### src/rtl/cr_kme_hmac_feeder_pkg.sv
// Shared types and helpers for the KME HMAC input feeder.
package cr_kme_hmac_feeder_pkg;

    localparam int BEAT_BYTES = 16;

    typedef enum logic [2:0] {
        IDLE,
        CMD,
        KEY,
        LEN,
        DATA,
        DONE
    } state_e;

    // Byte 0 lives in [127:120]; bytes at index >= num_bytes are cleared.
    function automatic logic [127:0] byte_mask(input logic [4:0] num_bytes);
        logic [127:0] mask;
        mask = '0;
        for (int i = 0; i < BEAT_BYTES; i++) begin
            if (i < int'(num_bytes)) mask[127-8*i -: 8] = 8'hFF;
        end
        return mask;
    endfunction

endpackage

### src/rtl/cr_kme_hmac_beat_fmt.sv
// Combinational beat formatter: remaining byte count -> byte count, eof, masked data.
module cr_kme_hmac_beat_fmt
    import cr_kme_hmac_feeder_pkg::*;
#(
    parameter int LEN_W = 32
) (
    input  logic [LEN_W-1:0] rem,
    input  logic [127:0]     src_data,
    output logic [4:0]       num_bytes,
    output logic             eof,
    output logic [127:0]     data
);

    always_comb begin
        num_bytes = (rem >= LEN_W'(BEAT_BYTES)) ? 5'(BEAT_BYTES) : rem[4:0];
        eof       = (rem <= LEN_W'(BEAT_BYTES));
        data      = src_data & byte_mask(num_bytes);
    end

endmodule

### src/rtl/cr_kme_hmac_feeder.sv
// Drives the HMAC engine command/key/length/data channels for one request at a time.
module cr_kme_hmac_feeder
    import cr_kme_hmac_feeder_pkg::*;
#(
    parameter int SMALL_SIZE_BYTES = 64,
    parameter int LEN_W            = 32
) (
    input  logic             clk,
    input  logic             rst_n,
    input  logic             scan_en,
    input  logic             scan_mode,
    input  logic             scan_rst_n,
    input  logic             req_valid,
    input  logic             req_skip,
    input  logic             req_eoc,
    input  logic [255:0]     req_key,
    input  logic [LEN_W-1:0] req_len,
    output logic             req_ack,
    input  logic [127:0]     src_data,
    input  logic             src_valid,
    output logic             src_rd,
    output logic             cmdfifo_hash_valid,
    output logic             cmdfifo_hash_skip,
    output logic             cmdfifo_hash_small_size,
    input  logic             hash_cmdfifo_ack,
    output logic [255:0]     keyfifo_hash_data,
    output logic             keyfifo_hash_valid,
    input  logic             hash_keyfifo_ack,
    output logic [LEN_W-1:0] hash_len_data_out,
    output logic             hash_len_data_out_valid,
    input  logic             hash_len_data_out_ack,
    output logic             in_hash_valid,
    output logic             in_hash_eof,
    output logic             in_hash_eoc,
    output logic [4:0]       in_hash_num_bytes,
    output logic [127:0]     in_hash_data,
    input  logic             hash_in_stall,
    output logic             busy,
    output logic             done
);

    logic rst_n_int;
    logic unused_scan_en;
    assign rst_n_int      = scan_mode ? scan_rst_n : rst_n;
    assign unused_scan_en = scan_en;

    state_e             state_q, state_d;
    logic [255:0]       key_q, key_d;
    logic [LEN_W-1:0]   len_q, len_d;
    logic [LEN_W-1:0]   rem_q, rem_d;
    logic               skip_q, skip_d;
    logic               eoc_q, eoc_d;
    logic               small_q, small_d;
    logic               empty_q, empty_d;
    logic               cmd_valid_q, cmd_valid_d;
    logic               key_valid_q, key_valid_d;
    logic               len_valid_q, len_valid_d;

    logic [4:0]   fmt_num_bytes;
    logic         fmt_eof;
    logic [127:0] fmt_data;
    logic         xfer;

    cr_kme_hmac_beat_fmt #(.LEN_W(LEN_W)) u_beat_fmt (
        .rem       (rem_q),
        .src_data  (src_data),
        .num_bytes (fmt_num_bytes),
        .eof       (fmt_eof),
        .data      (fmt_data)
    );

    // NOTE: every variable gets a default before the case so no path leaves it unassigned (no latches).
    always_comb begin
        state_d = state_q;
        key_d   = key_q;
        len_d   = len_q;
        rem_d   = rem_q;
        skip_d  = skip_q;
        eoc_d   = eoc_q;
        small_d = small_q;
        empty_d = empty_q;
        req_ack = 1'b0;

        // An empty message sends one zero-length beat without touching src.
        in_hash_valid = (state_q == DATA) & (empty_q | (src_valid & (rem_q != '0)));
        xfer          = in_hash_valid & ~hash_in_stall;
        src_rd        = xfer & ~empty_q;

        case (state_q)
            IDLE: begin
                if (req_valid) begin
                    req_ack = 1'b1;
                    key_d   = req_key;
                    len_d   = req_len;
                    rem_d   = req_len;
                    skip_d  = req_skip;
                    eoc_d   = req_eoc;
                    small_d = (req_len <= LEN_W'(SMALL_SIZE_BYTES));
                    empty_d = (req_len == '0);
                    state_d = CMD;
                end
            end
            CMD:  if (cmd_valid_q & hash_cmdfifo_ack) state_d = skip_q ? DONE : KEY;
            KEY:  if (key_valid_q & hash_keyfifo_ack) state_d = LEN;
            LEN:  if (len_valid_q & hash_len_data_out_ack) state_d = DATA;
            DATA: begin
                if (xfer) begin
                    rem_d = (rem_q > LEN_W'(BEAT_BYTES)) ? rem_q - LEN_W'(BEAT_BYTES) : '0;
                    if (fmt_eof) state_d = DONE;
                end
            end
            DONE:    state_d = IDLE;
            default: state_d = IDLE;
        endcase

        cmd_valid_d = (state_d == CMD);
        key_valid_d = (state_d == KEY);
        len_valid_d = (state_d == LEN);
    end

    // NOTE: sequential state uses non-blocking assignments so all flops update together at the edge.
    // Key and length are reset too because they drive ports that must read 0 out of reset.
    always_ff @(posedge clk or negedge rst_n_int) begin
        if (!rst_n_int) begin
            state_q     <= IDLE;
            key_q       <= '0;
            len_q       <= '0;
            rem_q       <= '0;
            skip_q      <= 1'b0;
            eoc_q       <= 1'b0;
            small_q     <= 1'b0;
            empty_q     <= 1'b0;
            cmd_valid_q <= 1'b0;
            key_valid_q <= 1'b0;
            len_valid_q <= 1'b0;
        end else begin
            state_q     <= state_d;
            key_q       <= key_d;
            len_q       <= len_d;
            rem_q       <= rem_d;
            skip_q      <= skip_d;
            eoc_q       <= eoc_d;
            small_q     <= small_d;
            empty_q     <= empty_d;
            cmd_valid_q <= cmd_valid_d;
            key_valid_q <= key_valid_d;
            len_valid_q <= len_valid_d;
        end
    end

    assign cmdfifo_hash_valid      = cmd_valid_q;
    assign cmdfifo_hash_skip       = cmd_valid_q & skip_q;
    assign cmdfifo_hash_small_size = cmd_valid_q & small_q;
    assign keyfifo_hash_valid      = key_valid_q;
    assign keyfifo_hash_data       = key_q;
    assign hash_len_data_out_valid = len_valid_q;
    assign hash_len_data_out       = len_q;

    assign in_hash_eof       = in_hash_valid & fmt_eof;
    assign in_hash_eoc       = in_hash_eof & eoc_q;
    assign in_hash_num_bytes = in_hash_valid ? fmt_num_bytes : 5'd0;
    assign in_hash_data      = in_hash_valid ? fmt_data : 128'd0;

    assign busy = (state_q != IDLE);
    assign done = (state_q == DONE);

endmodule

### config.mk
export PLATFORM = sky130hd
export DESIGN_NAME = cr_kme_hmac_feeder
export DESIGN_NICKNAME = d
export VERILOG_FILES = /design/src/rtl/cr_kme_hmac_feeder_pkg.sv /design/src/rtl/cr_kme_hmac_beat_fmt.sv /design/src/rtl/cr_kme_hmac_feeder.sv
export SDC_FILE = /design/constraint.sdc
export NUM_CORES = 1
export LEC_CHECK = 0
export ABC_CLOCK_PERIOD_IN_PS = 16800
export BUFFER_PORTS_ARGS = -buffer_cell sky130_fd_sc_hd__buf_4
export CAP_MARGIN = 10
export CORE_AREA = 3 3 332 334
export DETAILED_ROUTE_END_ITERATION = 12
export DIE_AREA = 0 0 335 337
export REMOVE_ABC_BUFFERS = 1
export SKIP_CTS_REPAIR_TIMING = 1
export SYNTH_ARGS = -nofsm -noshare
export SYNTH_HDL_FRONTEND = slang
export SYNTH_SLANG_ARGS = --single-unit
### constraint.sdc
create_clock -name clk -period 16.8 [get_ports clk]
set_input_delay 0.84 -clock clk [delete_from_list [all_inputs] [get_ports clk]]
set_output_delay 0.84 -clock clk [all_outputs]
set_load 0.02 [all_outputs]
# [Yosys cells after proc, flatten, opt, wreduce, memory -nomap -nowiden]
# Cells that the tools add are included.
[totals] reg_bits=330 in_bits=429 out_inout_bits=433 elab_cells=98
[classes] addsub=1 n_lt_le_gt_ge=20 eq_ne=10 mux=34 bitwise_logic=15 reduce_logical=7
[ops] operator="128-bit bitwise AND" n=1
[ops] operator="128-bit 2-to-1 mux" n=1
[ops] operator="8-bit 2-to-1 mux" n=16
[ops] operator="32-bit 2-to-1 mux" n=3
[ops] operator="32-bit one-hot mux with 2 select lines" n=1
[ops] operator="4-bit by 5-bit < comparator with 1-bit output, first input constant" n=8
[ops] operator="32-bit by 5-bit >= comparator with 1-bit output, second input constant" n=1
[ops] operator="32-bit by 5-bit > comparator with 1-bit output, second input constant" n=1
[ops] operator="32-bit by 5-bit less-or-equal comparator with 1-bit output, second input constant" n=1
[ops] operator="32-bit by 7-bit less-or-equal comparator with 1-bit output, second input constant" n=1
[ops] operator="32-bit logical NOT" n=1
[ops] operator="32-bit nonzero test" n=1
[ops] operator="32-bit by 5-bit subtractor with 32-bit output, second input constant" n=1
[ops] operator="3-bit 2-to-1 mux" n=7
[ops] operator="3-bit by 5-bit < comparator with 1-bit output, first input constant" n=4
[ops] operator="3-bit one-hot mux with 5 select lines" n=1
[ops] operator="3-bit by 2-bit == test with 1-bit output, second input constant" n=4
[ops] operator="1-bit bitwise AND" n=11
[ops] operator="1-bit by 5-bit < comparator with 1-bit output, first input constant" n=2
[ops] operator="2-bit by 5-bit < comparator with 1-bit output, first input constant" n=2
[ops] operator="5-bit 2-to-1 mux" n=2
[ops] operator="3-bit by 1-bit == test with 1-bit output, second input constant" n=2
[ops] operator="3-bit == test, second input constant" n=2
[ops] operator="2-bit inequality test, second input constant" n=2
[ops] operator="other kinds (8)" n=11

# [Depth between registers and ports, before layout]
[logic_depth] word_depth=8 mapped_depth=9 mapped_depth_nobuf=8

# [Hierarchy]
# From an unflattened synthesis, not the netlist that was laid out.
[unflattened] cells_unflattened=1871 area_unflattened_um2=15881.5
[modules_own_cells] mod="cr_kme_hmac_feeder" instances=1 cells_per_inst=1678 area_per_inst_um2=14455.1 seq_area_each_um2=8257.9
[modules_own_cells] mod="cr_kme_hmac_beat_fmt" instances=1 cells_per_inst=193 area_per_inst_um2=1426.4 seq_area_each_um2=0.0

# [Worst setup path after synthesis]
# OpenSTA, ideal clock, no wires.
[synth_path] path_kind="register to output" startpoint="register rem_q[26]" endpoint="output in_hash_eoc" arrival_ns=2.770 t_required_ns=15.960 setup_slack_ns=13.190 stages_incl_launch_ff=7 n_path_buf=1 path_cell_list="dfrtp_1 > nor4_1 > nand4_2 > or3_1 > buf_2 > nor3_1 > and2_1"
[synth_via] elab_chain_cells=6 word_cells_on_any_way=7 classes_between="order compare: 1; bitwise: 5; reduce/logical: 1"
[synth_rtl] element="start, declared" line_no="cr_kme_hmac_feeder.sv:50" rtl="logic [LEN_W-1:0] rem_q, rem_d;"
[synth_rtl] element="start signal, assigned" line_no="cr_kme_hmac_feeder.sv:140" rtl="rem_q <= rem_d;"
[synth_rtl] element="branches (longest 4 deep; another with 32-bit by 5-bit less-or-equal comparator with 1-bit output)"
[synth_rtl] element="1-bit bitwise AND *" line_no="cr_kme_hmac_feeder.sv:159" rtl="assign in_hash_eof = in_hash_valid & fmt_eof;"
[synth_rtl] element="net in_hash_eof" line_no="cr_kme_hmac_feeder.sv:33" rtl="output logic in_hash_eof,"
[synth_rtl] element="1-bit bitwise AND *" line_no="cr_kme_hmac_feeder.sv:160" rtl="assign in_hash_eoc = in_hash_eof & eoc_q;"
[synth_rtl] element="end, declared" line_no="cr_kme_hmac_feeder.sv:34" rtl="output logic in_hash_eoc,"
# Mark *: on every way through the listed nets, which the timed path passes.

# [Worst setup path in the final report]
[layout_path] startpoint="register rem_q[4]" endpoint="output in_hash_data[30]"
[layout_via] elab_chain_cells=6 word_cells_on_any_way=10 classes_between="order compare: 2; mux: 3; bitwise: 4; reduce/logical: 1"
[layout_rtl] element="32-bit by 5-bit >= comparator with 1-bit output" line_no="cr_kme_hmac_beat_fmt.sv:15" rtl="num_bytes = (rem >= LEN_W'(BEAT_BYTES)) ? 5'(BEAT_BYTES) : rem[4:0];"
[layout_rtl] element="5-bit 2-to-1 mux" line_no="cr_kme_hmac_beat_fmt.sv:15"
[layout_rtl] element="4-bit by 5-bit < comparator with 1-bit output" line_no="cr_kme_hmac_feeder_pkg.sv:20" rtl="if (i < int'(num_bytes)) mask[127-8*i -: 8] = 8'hFF;"
[layout_rtl] element="8-bit 2-to-1 mux" line_no="cr_kme_hmac_feeder_pkg.sv:20"
[layout_rtl] element="128-bit bitwise AND" line_no="cr_kme_hmac_beat_fmt.sv:17" rtl="data = src_data & byte_mask(num_bytes);"
[layout_rtl] element="128-bit 2-to-1 mux *" line_no="cr_kme_hmac_feeder.sv:162" rtl="assign in_hash_data = in_hash_valid ? fmt_data : 128'd0;"
[layout_rtl] element="end, declared" line_no="cr_kme_hmac_feeder.sv:36" rtl="output logic [127:0] in_hash_data,"
# Every way passes the cells marked *; elsewhere a longest branch is shown, timed or not.

==> results.toml <==
[layout]
nFillCells = 11790
instances_no_fill = 3966
syn_to_final_growth_pct = 65.45
post-route-util = 0.2243
final_common_cell = "buf_4"
nets = 2952
layout_common_cells = "buf_4, nand2_1, dfrtp_1"
layout-drive-gt1-share = 0.3796

[clocking]
path_clk_slew_ns = 0.06
cts_made_buffers = 43
cts_tree = "done"
clock-sinks = 330
htreeDepth = 2
cts_buffer_depth = 3
cts-root-buf = "clkbuf_16"
clk_latency_ns = 0.60

[synth]
syn_area_per_cell_um2 = 8.591
synth.distinct_cells = 58
yosys_warnings = 0
async_flop_share = 1.000
synth-seq-cells = 330
syn_area_um2 = 14540
synthCells = 1692
synth-edff-count = 0
yosysSeqAreaShare = 0.5681
synthFlopType = "dfrtp_1"

[worst_setup_path]
arrival_ns = 4.49
crit_start = "rem_q[4]"
endpoint_kind = "output pin"
worstPathRequired_ns = 15.96
path_max_fanout = 8
crit_path_max_incr_delay_ns = 0.93
crit_chain = "inv_1 -> ha_1 -> nor3b_1 -> nand3_1 -> nor3_1 -> a221oi_1 -> and2_1 -> buf_4"
rr_startpoint = "state_q[2]"
critPathKind = "reg2out"
slowest_stage = "nor3_1"
crit_path_start_kind = "flop"
r2r_cells = 7

[route]
route.met2.wl_um = 33340
top_layer = "met5"
viasPerCell = 3.822
met1_length_um = 28360
first_pass_iters = 5
drtAntennaViolNets = 0
wl_met3_um = 9235
num_vias = 15160
routed_wl_um = 72630
drc = 0
drt_iter0_drc = 1055
wl_per_cell_um = 18.31

[floorplanning]
start_util = 0.1356
chipHeight_um = 337
ioPinCount = 862
core_area_um2 = 107200
dieWidth_um = 335
die_area_um2 = 112900
row_count = 120

[placement]
dp.cells = 3878
place_congestion = 0.9078
io_buffers = 860
hpwl_um = 56600

[worst_hold_path]
hp-class = "in2async"

[power_and_ir_drop]
pwr_density_cell_nw_per_um2 = 177.9
leakagePower_nw = 12.56
power_mw = 4.279
ir_drop_v = 0.0001001

[flow_run]
drv_cap = 0

[sta]
fin_crit_sh = 0.3170
fmax_mhz = 187.8
maxSlewViolCount = 0
tightest_slew_ns = 1.274
setup_tns_ns = 0
fin_crit_ns = 5.326
setup_viol = 0
rsz0062_at_grt = "false"
relSlewSlack = 0.1459
skew_ns = 0.02144
hold_violations = 0

[global_routing]
grt_max_degree = 82
grt_pass1_vias = 14930
grtUsageTotal = 0.1208
grt_pass1_wl_um = 102000
grt_overflow_total = 0
antenna_found_initial = 17

[outcome]
outcome = "complete, no violations"
-- registers in the layout (all words and copies together) (netlist names), 3 cells and up --
signal / flops
state_q: 3
hash_len_data_out: 32
rem_q: 32
keyfifo_hash_data: 256
-- final timing paths --
check	slack, ns	to
worst min register to register	0.47	keyfifo_hash_data[11]
max in group asynchronous	13.16	keyfifo_hash_data[100]
worst max register to register	12.81	keyfifo_hash_data[198]
worst min-delay path	0.33	keyfifo_hash_data[197]
worst max-delay path	11.47	in_hash_data[30]
min in group clk	0.43	keyfifo_hash_data[204]
-- worst max-delay path, delay by kind of cell (launching register included) --
| family | cells | cell delay [ns] |
|---|---|---|
| adder cells (fa/ha/maj) | 1 | 0.22 |
| AO/OA/AOI/OAI | 1 | 0.49 |
| AND/OR/NAND/NOR | 4 | 2.45 |
| flip-flops | 1 | 0.45 |
| buffers and inverters | 2 | 0.28 |
-- Yosys cell counts, drive strengths merged, types with 7 or more instances --
library cell | instances | area (um^2)
dfrtp | 330 | 8258
nor4 | 19 | 152.7
nand3 | 11 | 55.05
inv | 8 | 30.03
buf | 9 | 43.79
a22o | 15 | 131.4
nor3b | 10 | 80.07
o2bb2ai | 12 | 105.1
o21ai | 23 | 115.1
a221oi | 12 | 105.1
nor2 | 21 | 78.83
clkbuf | 86 | 322.8
nand2 | 870 | 3266
o22ai | 26 | 162.7
o31ai | 7 | 66.31
and2 | 125 | 782.0
nor3 | 24 | 120.1
a22oi | 7 | 52.55
-- metrics by stage --
stage	setup WS (ns)	area [um^2]	hold WS (ns)
2_1_floorplan	3.596	14170	0.4374
3_3_place_gp	12.24	22560	0.4522
3_5_place_dp	12.25	22560	0.4634
4_1_cts	11.57	24030	0.2883
5_1_grt	11.19	24030	0.3216
6_report	11.47	24050	0.3280
-- per-layer routing --
metal	global-route usage	vias to the layer above
met4	0.03041	16
met1	0.1450	7141
met5	0	-
li1	-	7117
met3	0.06162	106
met2	0.1910	777
-- report_power, final --
part | internal, mW | switching (mW) | total [mW]
logic | 0.740 | 1.17 | 1.91
clock network | 0.556 | 0.398 | 0.954
registers | 1.16 | 0.254 | 1.42
total | 2.46 | 1.82 | 4.28
-- cell type report --
class                      instances  area, um^2  share of cell area
sequential                       330        8258              0.3434
inverter                          10       45.04            0.001873
clock inverter                    24       272.8             0.01134
timing repair buffer             878        6591              0.2741
multi-input combinational       1257        5913              0.2459
antenna                            8       20.02           0.0008324
clock buffer                      56        1195             0.04968
tap                             1403        1755             0.07299
-- cells by family after synthesis --
logic type,share of synthesized area
flip-flops,0.5681
adder cells (fa/ha/maj),0.002582
AO/OA/AOI/OAI,0.06989
AND/OR/NAND/NOR,0.3295
buffers and inverters,0.02780
multiplexers,0.002152
No activity file was read; power rests on OpenSTA's default activity.
